$ cat src/rtl/sprite_store_pkg.sv
// sprite_store_pkg: default geometry and slot record for the per-line sprite store.
package sprite_store_pkg;
    localparam int SLOTS_DEF  = 10;
    localparam int IDX_W_DEF  = 6;
    localparam int LINE_W_DEF = 4;
    localparam int X_W_DEF    = 8;

    typedef struct packed {
        logic                  valid;
        logic [IDX_W_DEF-1:0]  idx;
        logic [LINE_W_DEF-1:0] line;
        logic [X_W_DEF-1:0]    x;
    } slot_t;
endpackage

$ cat src/rtl/sprite_store_slot.sv
// sprite_store_slot: one sprite entry (valid + idx/line/x) with its X comparator.
module sprite_store_slot
    import sprite_store_pkg::*;
#(
    parameter int IDX_W  = IDX_W_DEF,
    parameter int LINE_W = LINE_W_DEF,
    parameter int X_W    = X_W_DEF
) (
    input  logic              clk,
    input  logic              rst_n,
    input  logic              clear,
    input  logic              load,
    input  logic              kill,
    input  logic [IDX_W-1:0]  d_idx,
    input  logic [LINE_W-1:0] d_line,
    input  logic [X_W-1:0]    d_x,
    input  logic [X_W-1:0]    q_x,
    output logic              valid,
    output logic [IDX_W-1:0]  idx,
    output logic [LINE_W-1:0] line,
    output logic              match
);
    logic [X_W-1:0] x;

    always_ff @(posedge clk or negedge rst_n) begin
        if (!rst_n)
            valid <= 1'b0;
        else if (clear)
            valid <= 1'b0;
        else if (load)
            valid <= 1'b1;
        else if (kill)
            valid <= 1'b0;
    end

    // Payload needs no reset: it is only observed through a valid slot.
    always_ff @(posedge clk) begin
        if (load) begin
            idx  <= d_idx;
            line <= d_line;
            x    <= d_x;
        end
    end

    // A slot retiring this cycle must not answer this cycle's lookup.
    assign match = valid && !kill && (x == q_x);
endmodule

$ cat src/rtl/sprite_store_n.sv
// sprite_store_n: append-only per-line sprite store with registered X lookup.
// Optional sticky overflow flag enabled by defining SPRITE_STORE_OVF_EN.
module sprite_store_n
    import sprite_store_pkg::*;
#(
    parameter int SLOTS  = SLOTS_DEF,
    parameter int IDX_W  = IDX_W_DEF,
    parameter int LINE_W = LINE_W_DEF,
    parameter int X_W    = X_W_DEF,
    localparam int CW    = $clog2(SLOTS + 1),
    localparam int SW    = $clog2(SLOTS)
) (
    input  logic              clk,
    input  logic              rst_n,
    input  logic              clear,
    input  logic              wr_valid,
    input  logic [IDX_W-1:0]  wr_idx,
    input  logic [LINE_W-1:0] wr_line,
    input  logic [X_W-1:0]    wr_x,
    output logic              full,
    output logic [CW-1:0]     count,
    input  logic              q_valid,
    input  logic [X_W-1:0]    q_x,
    output logic              hit_valid,
    output logic [SW-1:0]     hit_slot,
    output logic [IDX_W-1:0]  hit_idx,
    output logic [LINE_W-1:0] hit_line,
    input  logic              consume,
    output logic              ovf
);
    logic              accept;
    logic [SLOTS-1:0]  valid, match;
    logic [IDX_W-1:0]  idx_a  [SLOTS];
    logic [LINE_W-1:0] line_a [SLOTS];
    logic              any;
    logic [SW-1:0]     sel;

    assign full   = (count == CW'(SLOTS));
    assign accept = wr_valid && !full && !clear;

    // The write pointer is the allocation count: slots fill in order and are never reused.
    genvar i;
    generate
        for (i = 0; i < SLOTS; i++) begin : g_slot
            sprite_store_slot #(.IDX_W(IDX_W), .LINE_W(LINE_W), .X_W(X_W)) u_slot (
                .clk   (clk),
                .rst_n (rst_n),
                .clear (clear),
                .load  (accept && (count == CW'(i))),
                .kill  (consume && hit_valid && (hit_slot == SW'(i))),
                .d_idx (wr_idx),
                .d_line(wr_line),
                .d_x   (wr_x),
                .q_x   (q_x),
                .valid (valid[i]),
                .idx   (idx_a[i]),
                .line  (line_a[i]),
                .match (match[i])
            );
        end
    endgenerate

    always_comb begin
        any = 1'b0;
        sel = '0;
        for (int s = SLOTS - 1; s >= 0; s--) begin
            if (q_valid && !clear && match[s]) begin
                any = 1'b1;
                sel = SW'(s);
            end
        end
    end

    always_ff @(posedge clk or negedge rst_n) begin
        if (!rst_n) begin
            count     <= '0;
            hit_valid <= 1'b0;
            hit_slot  <= '0;
            hit_idx   <= '0;
            hit_line  <= '0;
        end else begin
            count     <= clear ? '0 : (accept ? count + 1'b1 : count);
            hit_valid <= any;
            if (any) begin
                hit_slot <= sel;
                hit_idx  <= idx_a[sel];
                hit_line <= line_a[sel];
            end
        end
    end

`ifdef SPRITE_STORE_OVF_EN
    logic ovf_r;
    always_ff @(posedge clk or negedge rst_n) begin
        if (!rst_n)
            ovf_r <= 1'b0;
        else if (clear)
            ovf_r <= 1'b0;
        else if (wr_valid && full)
            ovf_r <= 1'b1;
    end
    assign ovf = ovf_r;
`else
    assign ovf = 1'b0;
`endif
endmodule

$ cat config.mk
export PLATFORM = sky130hd
export DESIGN_NAME = sprite_store_n
export DESIGN_NICKNAME = d
export VERILOG_FILES = /design/src/rtl/sprite_store_pkg.sv /design/src/rtl/sprite_store_slot.sv /design/src/rtl/sprite_store_n.sv
export SDC_FILE = /design/constraint.sdc
export NUM_CORES = 1
export LEC_CHECK = 0
export CAP_MARGIN = 10
export CORE_MARGIN = 2
export CORE_UTILIZATION = 25
export DETAILED_ROUTE_END_ITERATION = 8
export PLACE_DENSITY_LB_ADDON = 0.2
export SYNTH_ARGS = -nofsm -noshare
export SYNTH_HDL_FRONTEND = slang
export SYNTH_SLANG_ARGS = --single-unit
$ cat constraint.sdc
create_clock -name clk -period 7.5 [get_ports clk]
set_clock_uncertainty 0.15 [all_clocks]
set_input_delay 1.5 -clock clk [delete_from_list [all_inputs] [get_ports clk]]
set_output_delay 1.5 -clock clk [all_outputs]
set_load 0.05 [all_outputs]
# After elaboration in Yosys (flattened, before gate mapping)
# Index checks and enable logic that the tools add are counted.
op_classes:
  n_addsub: 1
  order_cmp: 1
  n_eq_ne: 29
  muxes: 58
  bitwise_logic: 1
  reduce_logical: 79
ops:
  columns: ["cell", "count"]
  rows:
  - ["equality test 8 bit", 10]
  - ["2-to-1 mux 4 bit", 14]
  - ["logical AND 1 bit", 54]
  - ["2-to-1 mux 1 bit", 40]
  - ["equality test 4 x 3 -> 1 bit (second input constant)", 8]
  - ["nonzero test 3 bit", 10]
  - ["binary-select mux 6 bit (select 4 bit)", 1]
  - ["equality test 4 bit (second input constant)", 5]
  - ["binary-select mux 4 bit (select 4 bit)", 1]
  - ["equality test 4 x 2 -> 1 bit (second input constant)", 4]
  - ["logical NOT 1 bit", 12]
  - ["2-to-1 mux 6 bit", 2]
  - ["equality test 4 x 1 -> 1 bit (second input constant)", 2]
  - ["logical NOT 4 bit", 2]
  - [">= comparator 5 bit (second input constant)", 1]
  - ["inverter 4 -> 5 bit", 1]
  - ["adder 4 x 1 -> 4 bit (second input constant)", 1]
  - ["nonzero test 2 bit", 1]
word_totals:
  reg_bits: 209
  input_bits: 32
  out_inout_bits: 21
  word_cells: 214

# Depth between registers and ports, before layout
logic_depth:
  word_depth: 20
  mapped_depth: 12
  depth_no_buf: 9

# Cells and area by module
# From an unflattened synthesis, not the netlist that was laid out.
unflattened:
  hier_cells: 587
  hier_area_um2: 8734.6
modules_own_cells:
  columns: ["module", "instances", "cells_per_inst", "area_each_um2", "seq_area_each_um2"]
  rows:
  - ["sprite_store_slot", 10, 34, 674.4, 565.5]
  - ["sprite_store_n", 1, 247, 1990.7, 475.5]

# Worst setup path after synthesis
# Ideal clock, no wire load.
synth_path:
  kind: "in2reg"
  from: "in q_x[5]"
  to: "reg hit_idx[0]"
  setup_time_ns: 0.126
  arrival_ns: 3.564
  required_time_ns: 7.224
  slack_ns: 3.660
  path_stages: 11
  n_path_buf: 2
  cell_sequence: "buf_4 xnor2_1 nand3_1 or4_1 a21oi_1 o32ai_2 o21ai_4 buf_6 mux2_1 o21ai_1 o21ai_1"
synth_via:
  elab_chain_cells: 17
  elab_cells_between_ends: 54
  cone_classes: "eq/ne: 10; mux: 23; bitwise: 1; reduce/logical: 20"
synth_rtl:
  columns: ["item", "line_no", "text"]
  rows:
  - ["start: declaration", "sprite_store_n.sv:23", "input logic [X_W-1:0] q_x,"]
  - ["equality test 8 bit", "sprite_store_slot.sv:46", "assign match = valid && !kill && (x == q_x);"]
  - ["logical AND 1 bit", "sprite_store_slot.sv:46", null]
  - ["logical AND 1 bit", "sprite_store_n.sv:67", "if (q_valid && !clear && match[s]) begin"]
  - ["2-to-1 mux 4 bit (10 in a row)", "sprite_store_n.sv:67", null]
  - ["inverter 4 -> 5 bit (implied by the code)", "sprite_store_n.sv:86", "hit_idx <= idx_a[sel];"]
  - ["binary-select mux 6 bit (select 4 bit)", "sprite_store_n.sv:86", null]
  - ["2-to-1 mux 6 bit (implied by the code) (2 in a row)", "sprite_store_n.sv:86", null]
  - ["end signal: assignment", "sprite_store_n.sv:86", null]
  - ["end: declaration", "sprite_store_n.sv:26", "output logic [IDX_W-1:0] hit_idx,"]
# Parallel ways exist; a longest one is shown, timed or not. The select of a mux whose other input is x is not followed.
# A chain may end at the register's enable or synchronous reset.

# Final worst setup path
layout_path:
  from: "in clear"
  to: "reg hit_line[0]"
layout_via:
  elab_chain_cells: 17
  elab_cells_between_ends: 36
  cone_classes: "mux: 23; bitwise: 1; reduce/logical: 12"
layout_rtl:
  columns: ["item", "line_no", "text"]
  rows:
  - ["start: declaration", "sprite_store_n.sv:15", "input logic clear,"]
  - ["logical NOT 1 bit *", "sprite_store_n.sv:67", null]
  - ["logical AND 1 bit *", "sprite_store_n.sv:67", null]
  - ["logical AND 1 bit", "sprite_store_n.sv:67", null]
  - ["2-to-1 mux 4 bit (10 in a row)", "sprite_store_n.sv:67", null]
  - ["inverter 4 -> 5 bit (implied by the code)", "sprite_store_n.sv:87", "hit_line <= line_a[sel];"]
  - ["binary-select mux 4 bit (select 4 bit)", "sprite_store_n.sv:87", null]
  - ["2-to-1 mux 4 bit (implied by the code) (2 in a row)", "sprite_store_n.sv:87", null]
  - ["end signal: assignment", "sprite_store_n.sv:87", null]
  - ["end: declaration", "sprite_store_n.sv:27", "output logic [LINE_W-1:0] hit_line,"]
# Mark *: on every way between the ends. The rest lies on a longest branch, timed or not. The select of a mux whose other input is x is not followed.

==> results.tsv <==
stage	metric	value	unit
clock_tree	number_of_buffers_inserted_during_clock_tree_synthesis	25	
routing	drt_drc_violations_left	0	
placement	gp_routability_congestion	0.829	
placement	dp.final_hpwl	15200	µm
routing	via_per_inst	4.50	
outcome	outcome	complete, no violations	
clock_tree	clk_transition_reported_paths	0.06	ns
routing	ant_nets	0	
synthesis	synthesis.yosys.warnings	0	
synthesis	yosysSeqAreaShare	0.696	
grt	pin_count_of_the_biggest_net_entering_global_routing	30	
floorplanning	die-area	36800	µm²
floorplanning	placeableCoreArea	34600	µm²
synthesis	yosys_most_used_dff	sky130_fd_sc_hd__edfxtp_1	
routing	avgRoutedWirePerCell	19.9	µm
worst_setup_path	timing.critical_path.fanout_max	16	
floorplanning	die-height	192	µm
layout	fraction_of_layout_cells_with_a_size_suffix_above_1	0.0959	
pwr	total_leakage_power	0.00370	µW
timing	setup-tns-final	0	ns
pwr	power_report.internal_total	1990	µW
synthesis	ys_top_cells_by_area	sky130_fd_sc_hd__edfxtp_1 (61%), sky130_fd_sc_hd__dfrtp_1 (8.2%), sky130_fd_sc_hd__xnor2_1 (6.5%)	
floorplanning	starting_utilization_of_the_core_area	0.255	
synthesis	synthXorXnorAreaFrac	0.0825	
timing	finalCriticalPeriod	5.50	ns
timing	setup_viol_count_final	0	
synthesis	synth_enable_flop_cells	180	
hold_path	hold_path_depth	2	
clock_tree	clkLatencyLatePin	0.52	ns
synthesis	top_cells_by_instance_count_after_synthesis	sky130_fd_sc_hd__edfxtp_1 (180), sky130_fd_sc_hd__xnor2_1 (65), sky130_fd_sc_hd__nand2_1 (57), sky130_fd_sc_hd__mux2i_1 (30), sky130_fd_sc_hd__dfrtp_1 (29)	
clock_tree	clock_tree.root_cell	sky130_fd_sc_hd__clkbuf_16	
synthesis	post_synth_inst_count	604	
timing	min_period_over_period	0.733	
pwr	power.density	238	nW/µm²
pwr	clkPwrFrac	0.443	
flow_run	cap_viol_max_count	0	
synthesis	synthesized_area_fraction_occupied_by_ao_oa_aoi_and_oai_cells	0.0666	
grt	grt.total_usage	0.125	
clock_tree	ctsResizeCount	0	
timing	slew_headroom	0.207	
synthesis	dominant_combinational_cell_family_by_area_after_synthesis	XOR/XNOR gates	
synthesis	postSynthAreaPerCell	14.6	µm²
timing	timing_worst_slew_pin_value	1.19	ns
clock_tree	cts_tree	built	
worst_setup_path	kind_of_end_point_of_the_critical_path	flip-flop	
synthesis	yosys.area_share.adder	0.00568	
worst_setup_path	worst_ep_arrival_time	5.73	ns
worst_setup_path	rrSetupSlack	3.21	ns
worst_setup_path	critPathLaunchType	primary input	
pwr	combinationalPowerShare	0.048	
synthesis	mappedNetlistArea	8810	µm²
synthesis	cell_with_the_most_instances_after_synthesis	sky130_fd_sc_hd__edfxtp_1	
clock_tree	cts_setup_buffers	0	
timing	report.final.slew_viol_count	0	
grt	first_global_vias	5380	
placement	port_buffers	51	
pwr	ir_worst_vdd	149	µV
layout	num_antenna_cells	0	
floorplanning	core.rowCount	68	
hold_path	min-delay-path-class	reg2reg	
pwr	p_sw_frac	0.211	
clock_tree	cts_buffer_depth	3	
layout	area.growth.synth_to_final	20.5	%
pwr	pwr-share-seq	0.509	
grt	overflow	0	
synthesis	syn_nets	640	
synthesis	synth.ff_latch_count	209	
timing	grt_setup_unrepaired	no	
clock_tree	numClockSinks	209	
worst_setup_path	required	7.73	ns
worst_setup_path	ws_path_type	in2reg	
worst_setup_path	r2r-end	hit_line[0]	
timing	fmax	182	MHz
worst_setup_path	worst_setup_path_endpoint	hit_line[0]	
synthesis	synth_top_cell_by_area	sky130_fd_sc_hd__edfxtp_1	
worst_setup_path	crit_path_start	clear	
timing	fin_worst_hold_slack	0.357	ns
clock_tree	h_tree_depth	1	
synthesis	muxShareOfSynthArea	0.0468	
layout	final_net_count	705	
grt	grt_pass1_wl	33800	µm
worst_setup_path	crit-reg2reg-launch	hit_slot[3]	
routing	detailroute.via_count	5149	
pwr	net-switching-power	534	µW
timing	finalHoldViolCount	0	
synthesis	synth_largest_type_area_fraction	0.613	
floorplanning	die_w	192	µm
routing	detail_route.first_pass.iterations	6	
routing	drt_first_iter_violations	296	
worst_setup_path	timing.reg2reg.worst_path_depth	9	
floorplanning	io_pins	53	
synthesis	async_flop_share	0.139	
grt	grt_antenna_before_repair	0	
routing	drt_wl_total	22800	µm
synthesis	synth_cell_types	47	
synthesis	yosys.area_share.simple	0.0808	
clock_tree	cts_hold_bufs	0	
-- power groups by stage --
stage / clock network, µW / registers [µW] / logic [µW]
floorplan: 0 / 1320 / 54.9
global placement: 0 / 1310 / 121
detailed placement: 0 / 1310 / 122
CTS: 1150 / 1290 / 123
global route: 1190 / 1290 / 131
finish: 1120 / 1290 / 120
-- worst min-delay path by stage --
stage | startpoint | to | slack (ns)
floorplan | g_slot[4].u_slot.valid | g_slot[4].u_slot.valid | 0.36
global placement | hit_line[3] | hit_line[3] | 0.34
detailed placement | hit_line[3] | hit_line[3] | 0.35
CTS | hit_line[3] | hit_line[3] | 0.36
global route | hit_line[3] | hit_line[3] | 0.39
finish | hit_line[3] | hit_line[3] | 0.36
-- stage by stage --
step / cell area (µm²) / instances / util / power (µW) / worst slack [ns]
2_1_floorplan: 8810 / 604 / - / 1370 / 3.66
3_3_place_gp: 9850 / 1097 / 0.284 / 1430 / 1.39
3_5_place_dp: 9850 / 1097 / 0.284 / 1430 / 1.47
4_1_cts: 10600 / 1143 / 0.307 / 2560 / 2.00
5_1_grt: 10600 / 1143 / 0.307 / 2610 / 1.67
6_report: 10600 / 1143 / 0.307 / 2520 / 2.00
-- critical path, stage by stage --
cell	delay, ns
sky130_fd_sc_hd__clkdlybuf4s50_1	0.73
sky130_fd_sc_hd__nor2b_1	0.62
sky130_fd_sc_hd__nand2_1	0.11
sky130_fd_sc_hd__or4_1	0.54
sky130_fd_sc_hd__and2_1	0.19
sky130_fd_sc_hd__a21oi_1	0.76
sky130_fd_sc_hd__or2_1	0.46
sky130_fd_sc_hd__nand2_1	0.45
sky130_fd_sc_hd__o21ai_0	0.28
sky130_fd_sc_hd__o21ai_1	0.07
-- sequential cells by signal (all words and copies together) (netlist names) --
| register | flops |
|---|---|
| hit_line | 4 |
| count | 4 |
| hit_valid | 1 |
| hit_idx | 6 |
| g_slot.u_slot.line | 40 |
| g_slot.u_slot.x | 80 |
| g_slot.u_slot.idx | 60 |
| hit_slot | 4 |
| g_slot.u_slot.valid | 10 |
-- logic make-up after synthesis --
kind of cell / Yosys count
and+or+nand+nor: 146
buffers and inverters: 32
adders and majority gates: 4
xor gates and xnor gates: 83
AOI/OAI and AO/OA: 89
other: 1
DFF: 209
muxes: 40
-- per-layer routing --
metal,track usage,vias up,part of all wire
met5,0,-,0
met4,0.0405,0,0.023
met3,0.0177,30,0.049
met2,0.213,128,0.48
met1,0.165,2612,0.44
li1,-,2379,-
-- placed cells by master, fill, tap and decap left out, drive strengths merged, types with 5 or more instances in the layout --
cell type        n
o21ai           31
or4              5
buf             12
edfxtp         180
xnor2           65
mux2i           30
clkinv           9
nand2           58
clkdlybuf4s50   51
o22ai            5
dfrtp           29
xor2            18
nand4           14
o211ai          10
inv              8
a2bb2oi         10
a21oi           14
mux2            10
nor2            25
a211oi          10
clkbuf          34
nor4             9
nand3           12
nor3             5
-- cell type report --
| type | instances | area (µm²) |
|---|---|---|
| fill | 3387 | 24000 |
| sequential | 209 | 6130 |
| multi-input combinational | 363 | 2520 |
| clock buffer | 34 | 679 |
| timing repair buffer | 63 | 601 |
| tap | 455 | 569 |
| clock inverter | 12 | 88.8 |
| inverter | 7 | 26.3 |
Note: power is estimated with default switching activity, not from simulation.
